--- src/rtl/input_register.sv ---
`default_nettype none
// ============================================================================
// Module   : input_register
// Purpose  : Debounced switch-capture register with valid/overrun handshake
//            and a combinational bus driver.
// Revision : 1.0 - initial release
// ============================================================================
module input_register #(
  parameter int DEBOUNCE_CYCLES = 16
) (
  input  logic       clk,
  input  logic       clear,
  input  logic [7:0] switches,
  input  logic       load_btn,
  input  logic       data_out,
  input  logic       ack,
  output logic [7:0] bus_out,
  output logic       bus_oe,
  output logic [7:0] held_value,
  output logic       valid,
  output logic       overrun
);

  localparam int c_CNT_W = ($clog2(DEBOUNCE_CYCLES) > 1) ? $clog2(DEBOUNCE_CYCLES) : 1;
  localparam logic [c_CNT_W-1:0] c_LAST = c_CNT_W'(DEBOUNCE_CYCLES - 1);

  localparam logic [1:0] c_IDLE         = 2'd0;
  localparam logic [1:0] c_PRESS_WAIT   = 2'd1;
  localparam logic [1:0] c_PRESSED      = 2'd2;
  localparam logic [1:0] c_RELEASE_WAIT = 2'd3;

  logic [7:0]         r_sw_s1;
  logic [7:0]         r_sw_s2;
  logic               r_btn_s1;
  logic               r_btn_s2;
  logic [1:0]         r_state;
  logic [c_CNT_W-1:0] r_cnt;
  logic [7:0]         r_held;
  logic               r_valid;
  logic               r_overrun;

  logic [1:0]         w_state_nxt;
  logic [c_CNT_W-1:0] w_cnt_nxt;
  logic               w_capture;

  always_ff @(posedge clk or posedge clear) begin
    if (clear) begin
      r_sw_s1  <= 8'h00;
      r_sw_s2  <= 8'h00;
      r_btn_s1 <= 1'b0;
      r_btn_s2 <= 1'b0;
    end else begin
      r_sw_s1  <= switches;
      r_sw_s2  <= r_sw_s1;
      r_btn_s1 <= load_btn;
      r_btn_s2 <= r_btn_s1;
    end
  end

  // A press or release is accepted only after DEBOUNCE_CYCLES+1 agreeing samples.
  always_comb begin
    w_state_nxt = r_state;
    w_cnt_nxt   = r_cnt;
    w_capture   = 1'b0;
    case (r_state)
      c_IDLE: begin
        if (r_btn_s2) begin
          w_state_nxt = c_PRESS_WAIT;
          w_cnt_nxt   = '0;
        end
      end
      c_PRESS_WAIT: begin
        if (!r_btn_s2) begin
          w_state_nxt = c_IDLE;
          w_cnt_nxt   = '0;
        end else if (r_cnt == c_LAST) begin
          w_state_nxt = c_PRESSED;
          w_cnt_nxt   = '0;
          w_capture   = 1'b1;
        end else begin
          w_cnt_nxt = r_cnt + c_CNT_W'(1);
        end
      end
      c_PRESSED: begin
        if (!r_btn_s2) begin
          w_state_nxt = c_RELEASE_WAIT;
          w_cnt_nxt   = '0;
        end
      end
      c_RELEASE_WAIT: begin
        if (r_btn_s2) begin
          w_state_nxt = c_PRESSED;
          w_cnt_nxt   = '0;
        end else if (r_cnt == c_LAST) begin
          w_state_nxt = c_IDLE;
          w_cnt_nxt   = '0;
        end else begin
          w_cnt_nxt = r_cnt + c_CNT_W'(1);
        end
      end
      default: begin
        w_state_nxt = c_IDLE;
        w_cnt_nxt   = '0;
      end
    endcase
  end

  always_ff @(posedge clk or posedge clear) begin
    if (clear) begin
      r_state <= c_IDLE;
      r_cnt   <= '0;
    end else begin
      r_state <= w_state_nxt;
      r_cnt   <= w_cnt_nxt;
    end
  end

  // Capture takes priority over ack; a same-cycle ack suppresses the overrun.
  always_ff @(posedge clk or posedge clear) begin
    if (clear) begin
      r_held    <= 8'h00;
      r_valid   <= 1'b0;
      r_overrun <= 1'b0;
    end else if (w_capture) begin
      r_held    <= r_sw_s2;
      r_valid   <= 1'b1;
      r_overrun <= r_valid & ~ack;
    end else if (ack && r_valid) begin
      r_valid   <= 1'b0;
      r_overrun <= 1'b0;
    end
  end

  assign held_value = r_held;
  assign valid      = r_valid;
  assign overrun    = r_overrun;
  assign bus_oe     = data_out;
  assign bus_out    = data_out ? r_held : 8'h00;

endmodule
`default_nettype wire

--- config.mk ---
export PLATFORM = sky130hd
export DESIGN_NAME = input_register
export DESIGN_NICKNAME = d
export VERILOG_FILES = /design/src/rtl/input_register.sv
export SDC_FILE = /design/constraint.sdc
export NUM_CORES = 1
export LEC_CHECK = 0
export ABC_AREA = 1
export CORE_MARGIN = 2
export CORE_UTILIZATION = 36
export DETAILED_ROUTE_END_ITERATION = 7
export PLACE_DENSITY_LB_ADDON = 0.2
export SLEW_MARGIN = 5
export SYNTH_ARGS = -nofsm -noshare
export SYNTH_HDL_FRONTEND = slang
export SYNTH_SLANG_ARGS = --single-unit
--- constraint.sdc ---
create_clock -name clk -period 1.2 [get_ports clk]
set_input_delay 0.24 -clock clk [delete_from_list [all_inputs] [get_ports clk]]
set_output_delay 0.24 -clock clk [all_outputs]
set_load 0.01 [all_outputs]
Word level (Yosys, flattened, before mapping)
Cells that the tools add are included.
{"block": "classes", "addsub": 1, "n_eq_ne": 8, "n_reduce_logical": 5, "n_mux": 20, "bitwise_logic": 2}
{"cell": "2-to-1 mux 4 bit", "count": 5}
{"cell": "case mux 4 bit (4 select lines)", "count": 1}
{"cell": "2-to-1 mux 2 bit", "count": 6}
{"cell": "2-to-1 mux 8 bit", "count": 1}
{"cell": "case mux 2 bit (4 select lines)", "count": 1}
{"cell": "2-to-1 mux 1 bit", "count": 6}
{"cell": "inequality test 3 bit, second input constant", "count": 2}
{"cell": "adder 4 x 1 -> 4 bit, second input constant", "count": 1}
{"cell": "== test 2 bit, second input constant", "count": 2}
{"cell": "== test 4 bit, second input constant", "count": 1}
{"cell": "inequality test 2 bit, second input constant", "count": 2}
{"cell": "AND reduction 4 bit", "count": 1}
{"cell": "== test 2 x 1 -> 1 bit, second input constant", "count": 1}
{"cell": "logical NOT 2 bit", "count": 1}
{"cell": "AND reduction 2 bit", "count": 1}
{"cell": "nonzero test 2 bit", "count": 1}
{"cell": "bitwise AND 1 bit", "count": 1}
{"cell": "logical AND 1 bit", "count": 1}
{"cell": "inverter 1 bit", "count": 1}
{"block": "totals", "reg_bits": 34, "elab_cells": 45, "output_inout_bits": 19}

Longest topological paths before layout
{"block": "logic_depth", "depth_word": 5, "depth_mapped": 6, "mapped_depth_nobuf": 6}

Least setup slack after synthesis
No wires, ideal clock.
{"block": "synth_timing", "kind": "reg-to-reg", "start": "register r_cnt[0]", "end": "register r_held[0] (netlist: held_value[0])", "path_stages_with_launch": 6, "path_buffers": 0, "path_slack_ns": 0.079, "synth_period_minus_slack_ns": 1.121, "arrival_time_ns": 1.004, "cell_sequence": "dfrtp_1 ha_1 nand3_1 nand3b_4 nand2_1 nand2_1"}
{"block": "synth_between", "elab_chain_len": 4}
{"item": "start, declared", "line_no": "37", "rtl": "logic [c_CNT_W-1:0] r_cnt;"}
{"item": "start signal, assigned", "line_no": "114", "rtl": "r_cnt <= w_cnt_nxt;"}
{"item": "== test 4 bit", "line_no": "76", "rtl": "end else if (r_cnt == c_LAST) begin"}
{"item": "2-to-1 mux 1 bit", "line_no": "76"}
{"item": "2-to-1 mux 1 bit", "line_no": "73", "rtl": "if (!r_btn_s2) begin"}
{"item": "2-to-1 mux 1 bit", "line_no": "65", "rtl": "case (r_state)"}
{"item": "end signal, assigned", "line_no": "125", "rtl": "r_held <= r_sw_s2;"}
{"item": "end, declared", "line_no": "38", "rtl": "logic [7:0] r_held;"}
No other way between the ends.
A chain may end at the register's enable or synchronous reset.

Worst setup path after layout
{"block": "layout_timing", "start": "register r_held[6] (netlist: held_value[6])", "end": "output port bus_out[6]"}
{"block": "layout_between", "elab_chain_len": 1}
{"item": "2-to-1 mux 8 bit", "line_no": "138", "rtl": "assign bus_out = data_out ? r_held : 8'h00;"}
{"item": "end, declared", "line_no": "17", "rtl": "output logic [7:0] bus_out,"}
No other way between the ends.

==> impl_metrics.yaml <==
run_status:
  run_status: "complete, but fails checks"
  failed_checks: "setup timing"
floorplan:
  design.die.area_um2: 3900
  fp.coreArea_um2: 3310
  die_width_um: 62.5
  initial_utilization_pct: 37.2
  die_height_um: 62.5
  top_level_ports: 32
  row_count: 21
run:
  cap_viol_max_count: 0
finish:
  layout.cells.most_common: "nand2_1"
  diodes: 0
  mostFrequentLayoutCells: "42 x nand2_1, 34 x dfrtp_1, 15 x buf_4, 12 x inv_1, 12 x buf_2"
  area_delta_synth_final_pct: 47.7
  num-fill-cells: 317
  utilization_pct: 54.9
  final-seq-area_um2: 851
  stdcell_count: 219
  final_layout_size_suffix_gt1_share_pct: 35.3
  multi_input_comb_area_um2: 399
  design.final.nets: 186
timing:
  tns_ns: -0.135
  count_of_final_setup_violators: 4
  post-route-worst-setup-slack_ns: -0.0915
  timing_max_transition_violations_final: 0
  hold_viol: 0
  finClkSkew_ns: 0.00573
  max_clock_freq_ghz: 0.774
  rsz0062_at_grt: "yes"
  layout_worst_path_cycle_share_pct: 108
  min_period_ns: 1.29
  timing.max_slew.rel_slack_pct: 78.5
  worst-slew-pin-transition_ns: 0.322
yosys:
  synth-seq-area-share_pct: 69.2
  share_of_the_synthesized_area_in_the_top_cell_type_pct: 69.2
  synthesis.area_per_instance_um2: 10.5
  netlist-cell-type-count: 15
  netlist_area_um2: 1230
  synth_top_cell_by_area: "dfrtp_1"
  synth.top_cells.by_area: "dfrtp_1 69%, nand2_1 15%, inv_1 4.6%, o21ai_0 2.0%, nand3_1 1.6%"
  synth_seq_cells: 34
  synth_nets: 131
  post_synth_inst_count: 117
  yosysWarningCount: 0
route:
  drcViolationCount: 0
  drt_first_iter_violations: 54
  dr_total_vias: 953
  antenna_left: 0
  totalWireLength_um: 2420
  post_drt_wl_per_cell_um: 11.0
  detailedRoute.firstPassIterationCount: 4
  route.detailed.vias_per_inst: 4.35
critical_path:
  cp.required_ns: 0.96
  end_kind: "primary output"
  critical_path.reg2reg.startpoint: "r_cnt[0]"
  r2r-end: "held_value[2]"
  worstSetupPathType: "reg -> out"
  setup.worst_path.start: "held_value[6]"
  rr_worst_depth: 5
  crit_path_start_kind: "flop"
  critical_path_peak_fanout: 2
  worst-endpoint-arrival_ns: 1.05
  r2r_slack_ns: 0.05
global_route:
  grt_start_max_net_pins: 35
  grt_antenna_before_repair: 0
  grt_pass1_vias: 955
  track_usage_pct: 14.7
  grt_pass1_wl_um: 4440
  overflow: 0
clocking:
  cts_sinks: 34
  hold_buffers: 0
  clock_path_buffers: 2
  clkLatencyLatePin_ns: 0.32
  path_clk_slew_ns: 0.10
  tritoncts: "built"
  htree_num_levels: 2
  numCtsBuffers: 5
  ctsRootBufferMaster: "clkbuf_4"
placement:
  dp_hpwl_um: 1430
  port_buffer_count: 31
  dp.cells: 197
  gpl.final_weighted_congestion: 0.702
power:
  power.static_leakage_nw: 1.00
  power_mw: 1.99
  ir_worst_vdd_v: 0.000597
  powerDensity_nw_per_um2: 1100
worst_hold_path:
  hold_path.class: "in -> async"
[state kept, by name (all words and copies together) (netlist names), named ones only]
signal and flops:
r_cnt 4, r_state 1, r_sw_s1 8, overrun 1, valid 1, r_btn_s1 1, held_value 8, r_btn_s2 1
r_sw_s2 8
[report_power, final]
part	total (mW)	internal [mW]	switching, mW
logic	0.136	0.0709	0.0652
clock network	0.657	0.282	0.375
registers	1.20	1.18	0.0184
[timing repair]
action	CTS	global route
pin swaps	2	14
gates resized for setup	83	15
setup endpoints to repair	29	25
gates cloned	2	0
setup buffers	6	6
[cell families after synthesis]
family | share of synthesized area, %
AO/OA/AOI/OAI | 2.64
XOR/XNOR | 0.712
adder cells (fa/ha/maj) | 1.02
buffers and inverters | 5.49
flip-flops | 69.2
AND/OR/NAND/NOR | 21.0
[critical path: stages (launching register included)]
cell and delay, ns:
dfrtp_1 0.41, buf_6 0.12, nand2_2 0.06, inv_2 0.04, buf_6 0.11
[worst max path at each step]
stage	end	slack (ns)
floorplan	held_value[0]	0.08
global placement	bus_out[7]	-0.57
detailed placement	bus_out[6]	-0.62
CTS	bus_out[6]	-0.09
global route	bus_out[6]	-0.15
finish	bus_out[6]	-0.09
[per-layer routing]
| metal | up-vias | wire length, µm | track usage (%) |
|---|---|---|---|
| met5 | - | 0 | 0 |
| met4 | 0 | 40 | 6.11 |
| met3 | 5 | 149 | 5.41 |
| met2 | 25 | 1140 | 23.3 |
| met1 | 453 | 1080 | 18.2 |
| li1 | 470 | - | - |
[per-stage QoR]
stage	area, µm²	hold slack [ns]	setup WS, ns
global placement	1640	0.332	-0.574
CTS	1740	0.250	-0.0936
finish	1820	0.243	-0.0915
global route	1820	0.286	-0.147
floorplan	1230	0.271	0.0794
detailed placement	1640	0.336	-0.617
[final cells by class]
class / instances / area share (%)
Clock inverter: 2 / 0.689
Clock buffer: 6 / 2.82
Timing Repair Buffer: 48 / 21.4
Sequential cell: 34 / 46.8
Multi-Input combinational cell: 68 / 22.0
Inverter: 15 / 3.10
Tap cell: 46 / 3.17
[cells in the mapped netlist]
library cell,n
nand4_2,1
a21boi_0,1
buf_4,1
dfrtp_1,34
clkbuf_1,1
o21ai_0,5
nor2_1,2
xnor2_1,1
nand2_1,48
ha_1,1
inv_1,15
nor2_4,1
nand3_1,4
nand3b_4,1
nand4_1,1
Note: power is estimated with default switching activity, not from simulation.
